--- src/rtl/bias_loader.sv ---
// Purpose : LSTM bias store write side. It takes a gate-major stream of bias words over
//           valid/ready and writes each one to the per-gate bias memory.
// Latency : a word accepted in cycle N is written (mem_we) in cycle N+1. A full load takes
//           GATES*UNIT accept cycles + 1.
// Backpr. : s_ready is high for the whole LOAD state, so at most 1 word/cycle is taken.
//           s_valid gaps insert idle cycles and do not disturb the address sequence.
//
// Optional feature macro: BIAS_LOADER_CHECKSUM_EN
//   Adds the exp_sum input and the sum_err output. It keeps a 32-bit running sum of the
//   accepted words and compares it with exp_sum when the load completes.
//
// Ports
//   clk, xrst            clock (rising edge), asynchronous active-low reset
//   start / abort        begin a load (taken in IDLE) / cancel a load (taken in LOAD)
//   s_valid/s_ready/s_data   host word handshake
//   mem_we/mem_gate/mem_addr/mem_wdata   bias memory write port (registered)
//   busy / done          high in LOAD / one-cycle pulse with the last write
//   exp_sum / sum_err    expected checksum in, mismatch flag out (checksum build only)
module bias_loader #(
  parameter int DWIDTH = 16,
  parameter int UNIT   = 32,
  parameter int GATES  = 4,
  parameter int UWIDTH = $clog2(UNIT),
  parameter int GWIDTH = $clog2(GATES)
) (
  input  logic              clk,
  input  logic              xrst,
  input  logic              start,
  input  logic              abort,
  input  logic              s_valid,
  output logic              s_ready,
  input  logic [DWIDTH-1:0] s_data,
  output logic              mem_we,
  output logic [GWIDTH-1:0] mem_gate,
  output logic [UWIDTH-1:0] mem_addr,
  output logic [DWIDTH-1:0] mem_wdata,
  output logic              busy,
  output logic              done
`ifdef BIAS_LOADER_CHECKSUM_EN
  ,
  input  logic [31:0]       exp_sum,
  output logic              sum_err
`endif
);

  localparam logic [UWIDTH-1:0] LAST_UNIT = UWIDTH'(UNIT - 1);
  localparam logic [GWIDTH-1:0] LAST_GATE = GWIDTH'(GATES - 1);

  typedef enum logic {
    IDLE = 1'b0,
    LOAD = 1'b1
  } state_t;

  state_t state_q, state_d;

  logic [GWIDTH-1:0] gate_q, gate_d;
  logic [UWIDTH-1:0] unit_q, unit_d;
  logic              s_ready_q, s_ready_d;
  logic              busy_q, busy_d;
  logic              mem_we_q, mem_we_d;
  logic [GWIDTH-1:0] mem_gate_q, mem_gate_d;
  logic [UWIDTH-1:0] mem_addr_q, mem_addr_d;
  logic [DWIDTH-1:0] mem_wdata_q, mem_wdata_d;
  logic              done_q, done_d;

  // s_ready_q is only ever high in LOAD, so it qualifies the handshake on its own.
  logic accept;
  logic last_word;
  assign accept    = s_valid & s_ready_q;
  assign last_word = (gate_q == LAST_GATE) && (unit_q == LAST_UNIT);

`ifdef BIAS_LOADER_CHECKSUM_EN
  logic [31:0] sum_q, sum_d;
  logic        sum_err_q, sum_err_d;
  logic [31:0] sum_acc;
  // The sum includes the word being accepted, so the last word is covered at done.
  assign sum_acc = sum_q + 32'(s_data);
`endif

  // State register
  always_ff @(posedge clk or negedge xrst) begin
    if (!xrst) begin
      state_q <= IDLE;
    end else begin
      state_q <= state_d;
    end
  end

  // Next-state logic. abort is checked before the handshake, so it wins.
  always_comb begin
    state_d = state_q;
    case (state_q)
      IDLE: if (start) state_d = LOAD;
      LOAD: begin
        if (abort) begin
          state_d = IDLE;
        end else if (accept && last_word) begin
          state_d = IDLE;
        end
      end
      default: state_d = IDLE;
    endcase
  end

  // Output and counter next values
  always_comb begin
    gate_d      = gate_q;
    unit_d      = unit_q;
    s_ready_d   = s_ready_q;
    busy_d      = busy_q;
    mem_we_d    = 1'b0;
    mem_gate_d  = mem_gate_q;
    mem_addr_d  = mem_addr_q;
    mem_wdata_d = mem_wdata_q;
    done_d      = 1'b0;
`ifdef BIAS_LOADER_CHECKSUM_EN
    sum_d       = sum_q;
    sum_err_d   = sum_err_q;
`endif
    case (state_q)
      IDLE: begin
        if (start) begin
          gate_d    = '0;
          unit_d    = '0;
          s_ready_d = 1'b1;
          busy_d    = 1'b1;
`ifdef BIAS_LOADER_CHECKSUM_EN
          sum_d     = '0;
          sum_err_d = 1'b0;
`endif
        end
      end
      LOAD: begin
        if (abort) begin
          // Words already written stay in memory. Only the sequencing is dropped.
          gate_d    = '0;
          unit_d    = '0;
          s_ready_d = 1'b0;
          busy_d    = 1'b0;
        end else if (accept) begin
          mem_we_d    = 1'b1;
          mem_gate_d  = gate_q;
          mem_addr_d  = unit_q;
          mem_wdata_d = s_data;
`ifdef BIAS_LOADER_CHECKSUM_EN
          sum_d       = sum_acc;
`endif
          if (last_word) begin
            done_d    = 1'b1;
            s_ready_d = 1'b0;
            busy_d    = 1'b0;
            gate_d    = '0;
            unit_d    = '0;
`ifdef BIAS_LOADER_CHECKSUM_EN
            sum_err_d = (sum_acc != exp_sum);
`endif
          end else if (unit_q == LAST_UNIT) begin
            unit_d = '0;
            gate_d = gate_q + GWIDTH'(1);
          end else begin
            unit_d = unit_q + UWIDTH'(1);
          end
        end
      end
      default: begin
        s_ready_d = 1'b0;
        busy_d    = 1'b0;
      end
    endcase
  end

  // Datapath and output registers
  always_ff @(posedge clk or negedge xrst) begin
    if (!xrst) begin
      gate_q      <= '0;
      unit_q      <= '0;
      s_ready_q   <= 1'b0;
      busy_q      <= 1'b0;
      mem_we_q    <= 1'b0;
      mem_gate_q  <= '0;
      mem_addr_q  <= '0;
      mem_wdata_q <= '0;
      done_q      <= 1'b0;
`ifdef BIAS_LOADER_CHECKSUM_EN
      sum_q       <= '0;
      sum_err_q   <= 1'b0;
`endif
    end else begin
      gate_q      <= gate_d;
      unit_q      <= unit_d;
      s_ready_q   <= s_ready_d;
      busy_q      <= busy_d;
      mem_we_q    <= mem_we_d;
      mem_gate_q  <= mem_gate_d;
      mem_addr_q  <= mem_addr_d;
      mem_wdata_q <= mem_wdata_d;
      done_q      <= done_d;
`ifdef BIAS_LOADER_CHECKSUM_EN
      sum_q       <= sum_d;
      sum_err_q   <= sum_err_d;
`endif
    end
  end

  assign s_ready   = s_ready_q;
  assign busy      = busy_q;
  assign mem_we    = mem_we_q;
  assign mem_gate  = mem_gate_q;
  assign mem_addr  = mem_addr_q;
  assign mem_wdata = mem_wdata_q;
  assign done      = done_q;
`ifdef BIAS_LOADER_CHECKSUM_EN
  assign sum_err   = sum_err_q;
`endif

endmodule

--- config.mk ---
export PLATFORM = sky130hd
export DESIGN_NAME = bias_loader
export DESIGN_NICKNAME = d
export VERILOG_FILES = /design/src/rtl/bias_loader.sv
export SDC_FILE = /design/constraint.sdc
export NUM_CORES = 1
export LEC_CHECK = 0
export CAP_MARGIN = 10
export CORE_ASPECT_RATIO = 1.4
export CORE_MARGIN = 4
export CORE_UTILIZATION = 44
export CTS_CLUSTER_DIAMETER = 50
export DETAILED_ROUTE_END_ITERATION = 8
export PLACE_DENSITY = 0.85
export SYNTH_ARGS = -nofsm -noshare
export SYNTH_HDL_FRONTEND = slang
export SYNTH_SLANG_ARGS = --single-unit
--- constraint.sdc ---
create_clock -name clk -period 1.84 [get_ports clk]
set_input_delay 0.368 -clock clk [delete_from_list [all_inputs] [get_ports clk]]
set_output_delay 0.368 -clock clk [all_outputs]
set_load 0.03 [all_outputs]
=== Word level (Yosys, flattened, before mapping) ===
Index checks and enable logic that the tools add are counted.

* Mux-type cells: 28
* Bitwise logic cells: 3
* Equality and inequality tests: 6
* Reduce and logical (&&, ||, !) cells: 6
* Add/subtract/negate cells: 2

{| class="wikitable"
|+ Operators by type and width
! operator !! count
|-
| $mux W5 || 5
|-
| $mux W1 || 14
|-
| $mux W2 || 5
|-
| $pmux W5 S2 || 1
|-
| $reduce_and A3 Y1 || 3
|-
| $ne A3 B2 Y1 const B || 2
|-
| $add A5 B1 Y5 const B || 1
|-
| $eq A5 B5 Y1 const B || 1
|-
| $ne A4 B2 Y1 const B || 1
|-
| $pmux W1 S2 || 2
|-
| $pmux W2 S2 || 1
|-
| $add A2 B1 Y2 const B || 1
|-
| $eq A2 B2 Y1 const B || 1
|-
| $logic_and A1 B1 Y1 || 2
|-
| $ne A2 B2 Y1 const B || 1
|-
| $not A1 Y1 || 2
|-
| $reduce_and A2 Y1 || 1
|-
| $and A1 B1 Y1 || 1
|}

* Input bits: 21
* Output and inout bits: 27
* Word-level logic and storage cells: 54
* Register bits: 34

=== Depth between registers and ports, before layout ===
* Depth after elaboration: 6
* Depth in mapped cells: 7
* Depth with buffers taken out: 6

=== Worst setup path after synthesis ===
No wires, ideal clock.

* Path kind: reg-to-reg
* Start: register unit_q[0]
* End: register gate_q[1]
* Clock period less this slack: 1.581 ns
* Library setup time: 0.124 ns
* Cell stages (with the launch flop): 8
* Setup slack: 0.259 ns
* Data arrival time: 1.458 ns
* Required time: 1.716 ns
* Path buffers: 1
* Path through: dfrtp_1 -> ha_1 -> and3_1 -> ha_1 -> clkbuf_1 -> nand3_1 -> nor2_1 -> a211o_1

* Longest elaborated chain between the ends: 6
* Elaborated cells between the ends (all ways): 8
* Those cells by class: eq/ne (2); mux (4); reduce/logical (2)

{| class="wikitable"
|+ RTL lines
! element !! RTL line !! RTL
|-
| start, declared || 57 || <nowiki>logic [UWIDTH-1:0] unit_q, unit_d;</nowiki>
|-
| start signal, assigned || 190 || <nowiki>unit_q <= unit_d;</nowiki>
|-
| $eq A5 B5 Y1 * || 70, 157 ||
|-
| $logic_and A1 B1 Y1 || 70 || <nowiki>assign last_word = (gate_q == LAST_GATE) && (unit_q == LAST_UNIT);</nowiki>
|-
| $mux W2 || 148 || <nowiki>if (last_word) begin</nowiki>
|-
| $mux W2 || 140 || <nowiki>end else if (accept) begin</nowiki>
|-
| $mux W2 || 134 || <nowiki>if (abort) begin</nowiki>
|-
| $pmux W2 S2 || 120 || <nowiki>case (state_q)</nowiki>
|-
| end signal, assigned || 189 || <nowiki>gate_q <= gate_d;</nowiki>
|-
| end, declared || 56 || <nowiki>logic [GWIDTH-1:0] gate_q, gate_d;</nowiki>
|}

Mark *: on every way between the ends. The rest lies on a longest branch, timed or not. The select of a mux whose other input is x is not followed.
A chain may end at the register's enable or synchronous reset.

==> impl_metrics.ini <==
[sta]
hold_viol = 0
layout_setup_ws_ns = 0.0658
fin_tns_setup_ns = 0
hold_slack_ns = 0.471
worstMarginPinSlew_ns = 0.728
fin_skew_ns = 0.00257
fin_crit_ns = 1.77
setup_viol = 0
max-slew-margin-rel = 0.515
rsz0062_at_grt = no
final.period_utilization = 0.964
final_max_slew_viol_count = 0
max_freq_ghz = 0.564

[outcome]
status = completed

[hold_path]
min_path_cells = 2
min_from = mem_addr[4]
min_to = mem_addr[4]
hp-class = flip-flop to flip-flop

[power]
power.density_nw_per_um2 = 1230
vdd_drop_max_uv = 707
p_leak_nw = 1.03
fin_total_pwr_mw = 2.51

[worst_setup_path]
r2r_slack_ns = 0.20
cp-start-kind = flip-flop
critical_path.cell_chain = clkdlybuf4s50_1
critPathCaptureType = primary output
timing.rr.end = unit_q[3]
cp_num_buf_inv = 1
cp.arrival_ns = 1.41
r2r.worst_path.cells = 6
crit_path_max_fanout = 5
crit_start = busy
required_ns = 1.47
cp_slowest_cell = clkdlybuf4s50_1
crit_family = buffers and inverters
r2r-start = unit_q[0]
slowest_delay_ns = 0.70
crit_type = flip-flop to primary output

[route]
vias_per_cell = 4.87
wl_um = 3220
drtPass1Iterations = 4
drtIter0Drc = 28
ant_nets = 0
vias = 1183
routedWlPerCell_um = 13.2
drc = 0

[place]
place_inst = 235
gp_congestion = 0.697
dpl_cell_area_um2 = 1940
place_ws_ns = -0.0123
portBuffers = 47
dpl.hpwl_um = 2270

[global_route]
grt_use_met2 = 0.297
met1_usage = 0.170
grt_start_max_net_pins = 35
gr-usage-all-layers = 0.165
grt_pass1_vias = 1248
grt_pass1_wl_um = 5310
use_met3 = 0.0566
busiest_layer = met2
antenna_found_initial = 0
grt-ovfl-total = 0

[synthesis]
syn_avg_cell_area_um2 = 9.29
yosysTopAreaCell = dfrtp_1
seq_area_frac_synth = 0.607
synth_area_um2 = 1400
syn-num-nets = 175
syn-instance-count = 151
ys_ff_latch = 34
synth_top_area_frac = 0.607
yosysWarnings = 0
synth_area_leaders = dfrtp_1 (61%), nand2_1 (20%), o21ai_0 (3.2%)
yosysUniqueCellTypes = 24

[clocking]
cts_buffers = 5
cts_htree_levels = 2
cts_sinks = 34
cts_tree = yes
cts_setup_buffers = 0
worstSkewPairLatency_ns = 0.28
clkTransAtPathRegs_ns = 0.06
clock_path_buffers = 2
root_buffer = clkbuf_8

[floorplanning]
io_pins = 48
initial_utilization = 0.453
die_h_um = 74.8
die_w_um = 55.7
core_area_um2 = 3090
dieArea_um2 = 4170
num_rows = 24

[cells_and_area]
final_area_um2 = 2040
utilization = 0.659
final_net_count = 227
layout-drive-gt1-share = 0.0833
layout.cells.non_filler = 243
area_growth_pct = 45.3
final_cell_mix = nand2_1 (75), clkdlybuf4s50_1 (46), dfrtp_1 (34), o21ai_0 (9), clkbuf_8 (6)
final_common_cell = nand2_1
n_antenna_cell = 0
fillerInstances = 242

[flow_run]
maxCapViolations = 0
## cell usage after synthesis
library cell / n
buf_4: 2
nand4b_2: 1
dfrtp_1: 34
nor3b_1: 1
nor3_1: 1
mux2_2: 1
inv_2: 1
and2b_1: 1
nand3_1: 2
clkbuf_1: 3
a211o_1: 1
and3_1: 1
nand4_1: 1
nor2_1: 5
nand3b_1: 1
nand2b_1: 2
nand2_1: 75
o2bb2ai_1: 1
ha_1: 3
a22o_1: 1
buf_2: 2
a311oi_1: 1
o21ai_0: 9
a21oi_1: 1
## layout make-up
cell class              instances  area [um2]  share of cell area
clock buffers                   7        86.3              0.0424
clock inverters                 1        5.00             0.00246
inverters                       1        3.75             0.00184
multi-input cells             109         520               0.255
flip-flops and latches         34         851               0.417
well taps                      39        48.8              0.0239
repair buffers                 52         523               0.257
## where the power goes
group | total, mW | leakage [nW] | switching, mW | internal, mW
Clock | 0.552 | 0.0482 | 0.251 | 0.301
Combinational | 0.951 | 0.530 | 0.556 | 0.395
Sequential | 1.01 | 0.448 | 0.0950 | 0.914
Total | 2.51 | 1.03 | 0.902 | 1.61
## timing repair
item                                    CTS  global route
endpoints found under the setup margin    0             2
hold buffers                              0             0
gates resized for setup                   0             3
## worst max path at each step
stage / slack (ns) / to / cells after the start
finish: 0.07 / s_ready / 1
global route: 0.0007 / s_ready / 1
CTS: 0.05 / busy / 1
detailed placement: -0.01 / gate_q[1] / 4
global placement: 0.009 / gate_q[1] / 4
floorplan: 0.26 / gate_q[1] / 7
## cell families after synthesis
family / Yosys count / share of synthesized area
and+or+nand+nor: 91 / 0.269
DFF: 34 / 0.607
AOI/OAI and AO/OA: 14 / 0.0607
buffers and inverters: 8 / 0.0285
adders and majority gates: 3 / 0.0268
muxes: 1 / 0.00803
## worst register-to-register path, cell delays in order, from the launching register on
cell and delay (ns):
dfrtp_1 0.44, ha_1 0.25, and3_1 0.19, ha_2 0.23, nor2_1 0.18, nand4_1 0.11, o21ai_0 0.17
## metal layers
layer	wire length [um]	vias to the layer above	share of wire
met2	1750	27	0.54
met1	1260	564	0.39
met5	0	-	0
met4	67	0	0.021
li1	-	585	-
met3	146	7	0.045
## registers in the layout (all words and copies together), names as in the netlist
signal     count
mem_addr       5
state_q        1
gate_q         2
mem_gate       2
busy           1
mem_we         1
mem_wdata     16
done           1
unit_q         5
Note: power is estimated with default switching activity, not from simulation.
==> RTL change 1: new RTL, config.mk and constraints unchanged <==
Take the reset off `mem_wdata_q` and load it in a clocked block of its own.
--- a/src/rtl/bias_loader.sv
+++ b/src/rtl/bias_loader.sv
@@ -179,7 +179,6 @@
       mem_we_q    <= 1'b0;
       mem_gate_q  <= '0;
       mem_addr_q  <= '0;
-      mem_wdata_q <= '0;
       done_q      <= 1'b0;
 `ifdef BIAS_LOADER_CHECKSUM_EN
       sum_q       <= '0;
@@ -193,13 +192,16 @@
       mem_we_q    <= mem_we_d;
       mem_gate_q  <= mem_gate_d;
       mem_addr_q  <= mem_addr_d;
-      mem_wdata_q <= mem_wdata_d;
       done_q      <= done_d;
 `ifdef BIAS_LOADER_CHECKSUM_EN
       sum_q       <= sum_d;
       sum_err_q   <= sum_err_d;
 `endif
     end
+  end
+
+  always_ff @(posedge clk) begin
+    mem_wdata_q <= mem_wdata_d;
   end
 
   assign s_ready   = s_ready_q;
Function: differs if xrst is asserted again (counterexample within 4 cycles, from zero or initial values and one cycle with xrst low); with xrst held inactive, the same outputs for 10 cycles.
==> RTL change 1 against the unedited design <==
- worst setup slack worse by 0.0096 ns
- final area down 6.0%
- routed wire length down 16%
- synthesized area down 6.5%
- count of clock-buffer cells in the layout down 1
- global-route usage down 0.44 points
- sequential cell count unchanged
- maximum frequency down 0.54%
- critical path type unchanged
Power is not compared: it rests on default switching activity, and its combinational part moved more than twofold at a synthesized area within 25%.
==> RTL change 1: results (changes against the unedited design) <==
Place
  • Post-Place Cell Area: 0.00183 mm2 (was 0.00194 mm2)
  • HPWL Detailed: 2100 um (was 2270 um)
  • RD Place Congestion: 0.819 (was 0.697)
  • Worst slack at placement: 0.0208 ns (was -0.0123 ns)

Logic synthesis
  • Synth area leaders: edfxtp_1 37%, dfrtp_1 34%, nand2_1 7.7% (was dfrtp_1 61%, nand2_1 20%, o21ai_0 3.2%)
  • Cell variety after synth: 28 (was 24)
  • Post-synth ARST share: 52.9% (was 100%)
  • Syn avg cell area: 13.0 um2 (was 9.29 um2)
  • Post-synth EDFFs: 16 (was 0)
  • Synth Net Count: 125 (was 175)
  • Sequential area share after synthesis: 71.0% (was 60.7%)

Timing
  • Measured slew at the worst slew-check pin: 0.469 ns (was 0.728 ns)
  • Clock skew: 0.00302 ns (was 0.00257 ns)
  • Hold slack final: 0.411 ns (was 0.471 ns)

Global routing
  • Met1 GRT Util: 15.2% (was 17.0%)
  • GRT Resource Usage Total: 16.0% (was 16.5%)
  • Met2 GRT Util: 26.6% (was 29.7%)
  • First-pass GRT wire length: 4400 um (was 5310 um)
  • Vias in the first global route: 1019 (was 1248)

Layout
  • Final std cells w/o fill: 192 (was 243)
  • Number of fill cells: 206 (was 242)
  • Layout cell share with drive strength beyond 1: 9.68% (was 8.33%)

Min path
  • HP Class: in -> async (was reg -> reg)

Worst setup path
  • Critical R2R Capture: gate_q[1]$_DFFE_PN0P_ (was unit_q[3]$_DFFE_PN0P_)
  • Slowest stage cell, crit path: clkdlybuf4s50_1 (unchanged)
  • R2R Setup Slk: 0.17 ns (was 0.20 ns)

Routing
  • Total wire length: 2710 um (was 3220 um)
  • Starting DRT DRC Count: 16 (was 28)
  • Vias per inst: 4.96 (was 4.87)
  • Wire length on met3: 313 um (was 146 um)
  • WL met1: 962 um (was 1260 um)

Outcome
  • Status: completed (unchanged)
[RTL change 1: cell count changes after synthesis, sizes merged]
cell / delta
clkinv: +1
dfrtp: -16
clkbuf: -2
nand2: -48
edfxtp: +16
buf: -1
[RTL change 1: cells by family (layout without fill, tap and decap cells)]
logic type               count (synthesis)  in the layout  synth area share [%]
AND/OR/NAND/NOR                         43             43                  15.5
flip-flops                              34             34                  71.0
multiplexers                             1              1                 0.859
adder cells (fa/ha/maj)                  3              3                  2.86
buffers and inverters                    6             60                  2.86
AO/OA/AOI/OAI                           14             14                  6.97
[RTL change 1: final cells by class]
cell class / count / area share [%]
repair buffers: 50 / 26.4
inverters: 2 / 0.392
well taps: 37 / 2.42
clock inverters: 2 / 0.523
flip-flops and latches: 34 / 48.6
multi-input cells: 61 / 17.9
clock buffers: 6 / 3.79
==> RTL change 2: new RTL, same settings <==
Made on the original files. The parameter `DWIDTH` goes from 16 to 32.
--- a/src/rtl/bias_loader.sv
+++ b/src/rtl/bias_loader.sv
@@ -17,7 +17,7 @@
 //   busy / done          high in LOAD / one-cycle pulse with the last write
 //   exp_sum / sum_err    expected checksum in, mismatch flag out (checksum build only)
 module bias_loader #(
-  parameter int DWIDTH = 16,
+  parameter int DWIDTH = 32,
   parameter int UNIT   = 32,
   parameter int GATES  = 4,
   parameter int UWIDTH = $clog2(UNIT),
Interface: changed (resized mem_wdata and s_data); port bits go from 48 to 80. The function was not compared with the original's and may differ.
==> RTL change 2 against the unedited design <==
- worst hold slack worse by 0.42 ns
- combinational power increased by 81%
- power grew 52%
- via count up 22%
- worst setup slack improved by 0.039 ns
- count of clock-buffer cells in the layout did not move
- final area rose by 57%
- global-route usage increased by 1.2 points
- clock skew grew 0.0017 ns
- routed wire length increased by 53%
- maximum frequency is 2.2% higher
- sequential cell count rose by 16
- synthesized area rose by 53%
- clock power increased by 4.7%
- critical path type unchanged
- largest cell class unchanged
- largest power group is now combinational cells
==> RTL change 2: results (changes against the unedited design) <==
Global routing
  • Met2 GRT Util: 31.7% (was 29.7%)
  • Grt met3 use: 3.99% (was 5.66%)
  • GRT Resource Usage Total: 17.7% (was 16.5%)
  • Pin count of the biggest net entering global routing: 30 (was 35)
  • Met1 GRT Util: 20.1% (was 17.0%)

Routing
  • Starting DRT DRC Count: 82 (was 28)
  • Met2 wire length: 2780 um (was 1750 um)
  • Wire length per cell: 16.8 um (was 13.2 um)
  • Vias per inst: 4.94 (was 4.87)
  • Total wire length: 4920 um (was 3220 um)

Place
  • Buffers added on ports: 79 (was 47)
  • Post-Place Cell Area: 0.00312 mm2 (was 0.00194 mm2)
  • RD Place Congestion: 0.864 (was 0.697)
  • Worst slack at placement: -0.0308 ns (was -0.0123 ns)

Layout
  • Area Overhead vs Synth: 49.2% (was 45.3%)
  • Layout cell share with drive strength beyond 1: 30.7% (was 8.33%)
  • Layout net count: 271 (was 227)
  • Max reg flops: 32 (was 16)

Timing
  • Final period util: 94.3% (was 96.4%)
  • Clock skew: 0.00425 ns (was 0.00257 ns)
  • Max-slew headroom: 64.9% (was 51.5%)

Worst setup path
  • Critical path arrival: 1.37 ns (was 1.41 ns)
  • Critical path startpoint: mem_wdata[30]$_DFFE_PN0P_ (was busy$_DFFE_PN0P_)

Clock tree
  • Clock slew at reported path FFs: 0.08 ns (was 0.06 ns)

Outcome
  • Status: completed (unchanged)

Min path
  • HP Class: in -> async (was reg -> reg)

Pwr
  • Pwr dens: 1190 mW/mm2 (was 1230 mW/mm2)
  • Worst VDD drop: 0.551 mV (was 0.707 mV)
  • Total combinational power: 0.00172 W (was 0.000951 W)

Logic synthesis
  • Synth area leaders: dfrtp_1 58%, mux2_4 18%, mux2_2 7.9% (was dfrtp_1 61%, nand2_1 20%, o21ai_0 3.2%)
  • Cell variety after synth: 28 (was 24)
  • Sequential area share after synthesis: 58.2% (was 60.7%)
  • Synth Net Count: 172 (was 175)
  • Synth Instances: 132 (was 151)
==> RTL change 2: cell types whose count changed after synthesis, moves of 2 or more <==
cell      unedited run  this run
o21ai_0              9         0
dfrtp_1             34        50
clkbuf_1             3         0
mux2i_1              0         2
a32o_1               0         2
mux2_2               1        15
a221oi_1             0         2
nand2_1             75         2
mux2_4               0        26
inv_1                0         3
buf_12               0         3
==> RTL change 2: repair_timing <==
item | CTS | global route
hold buffers | 0 | 0
resized for setup | 0 | 1
buffers inserted | 0 | 0
setup endpoints to repair | 0 | 3
==> RTL change 2: final cells by class <==
class | instances | area share, %
inverters | 4 | 0.625
repair buffers | 97 | 30.3
flip-flops and latches | 50 | 39.0
multi-input cells | 73 | 25.3
well taps | 62 | 2.42
clock buffers | 7 | 2.38
==> RTL change 2: logic make-up after synthesis <==
kind of cell	synth area share [%]
fa+ha+maj	1.75
mux	27.0
simple gates	4.95
buf+inv	4.31
flops	58.2
compound gates	3.79
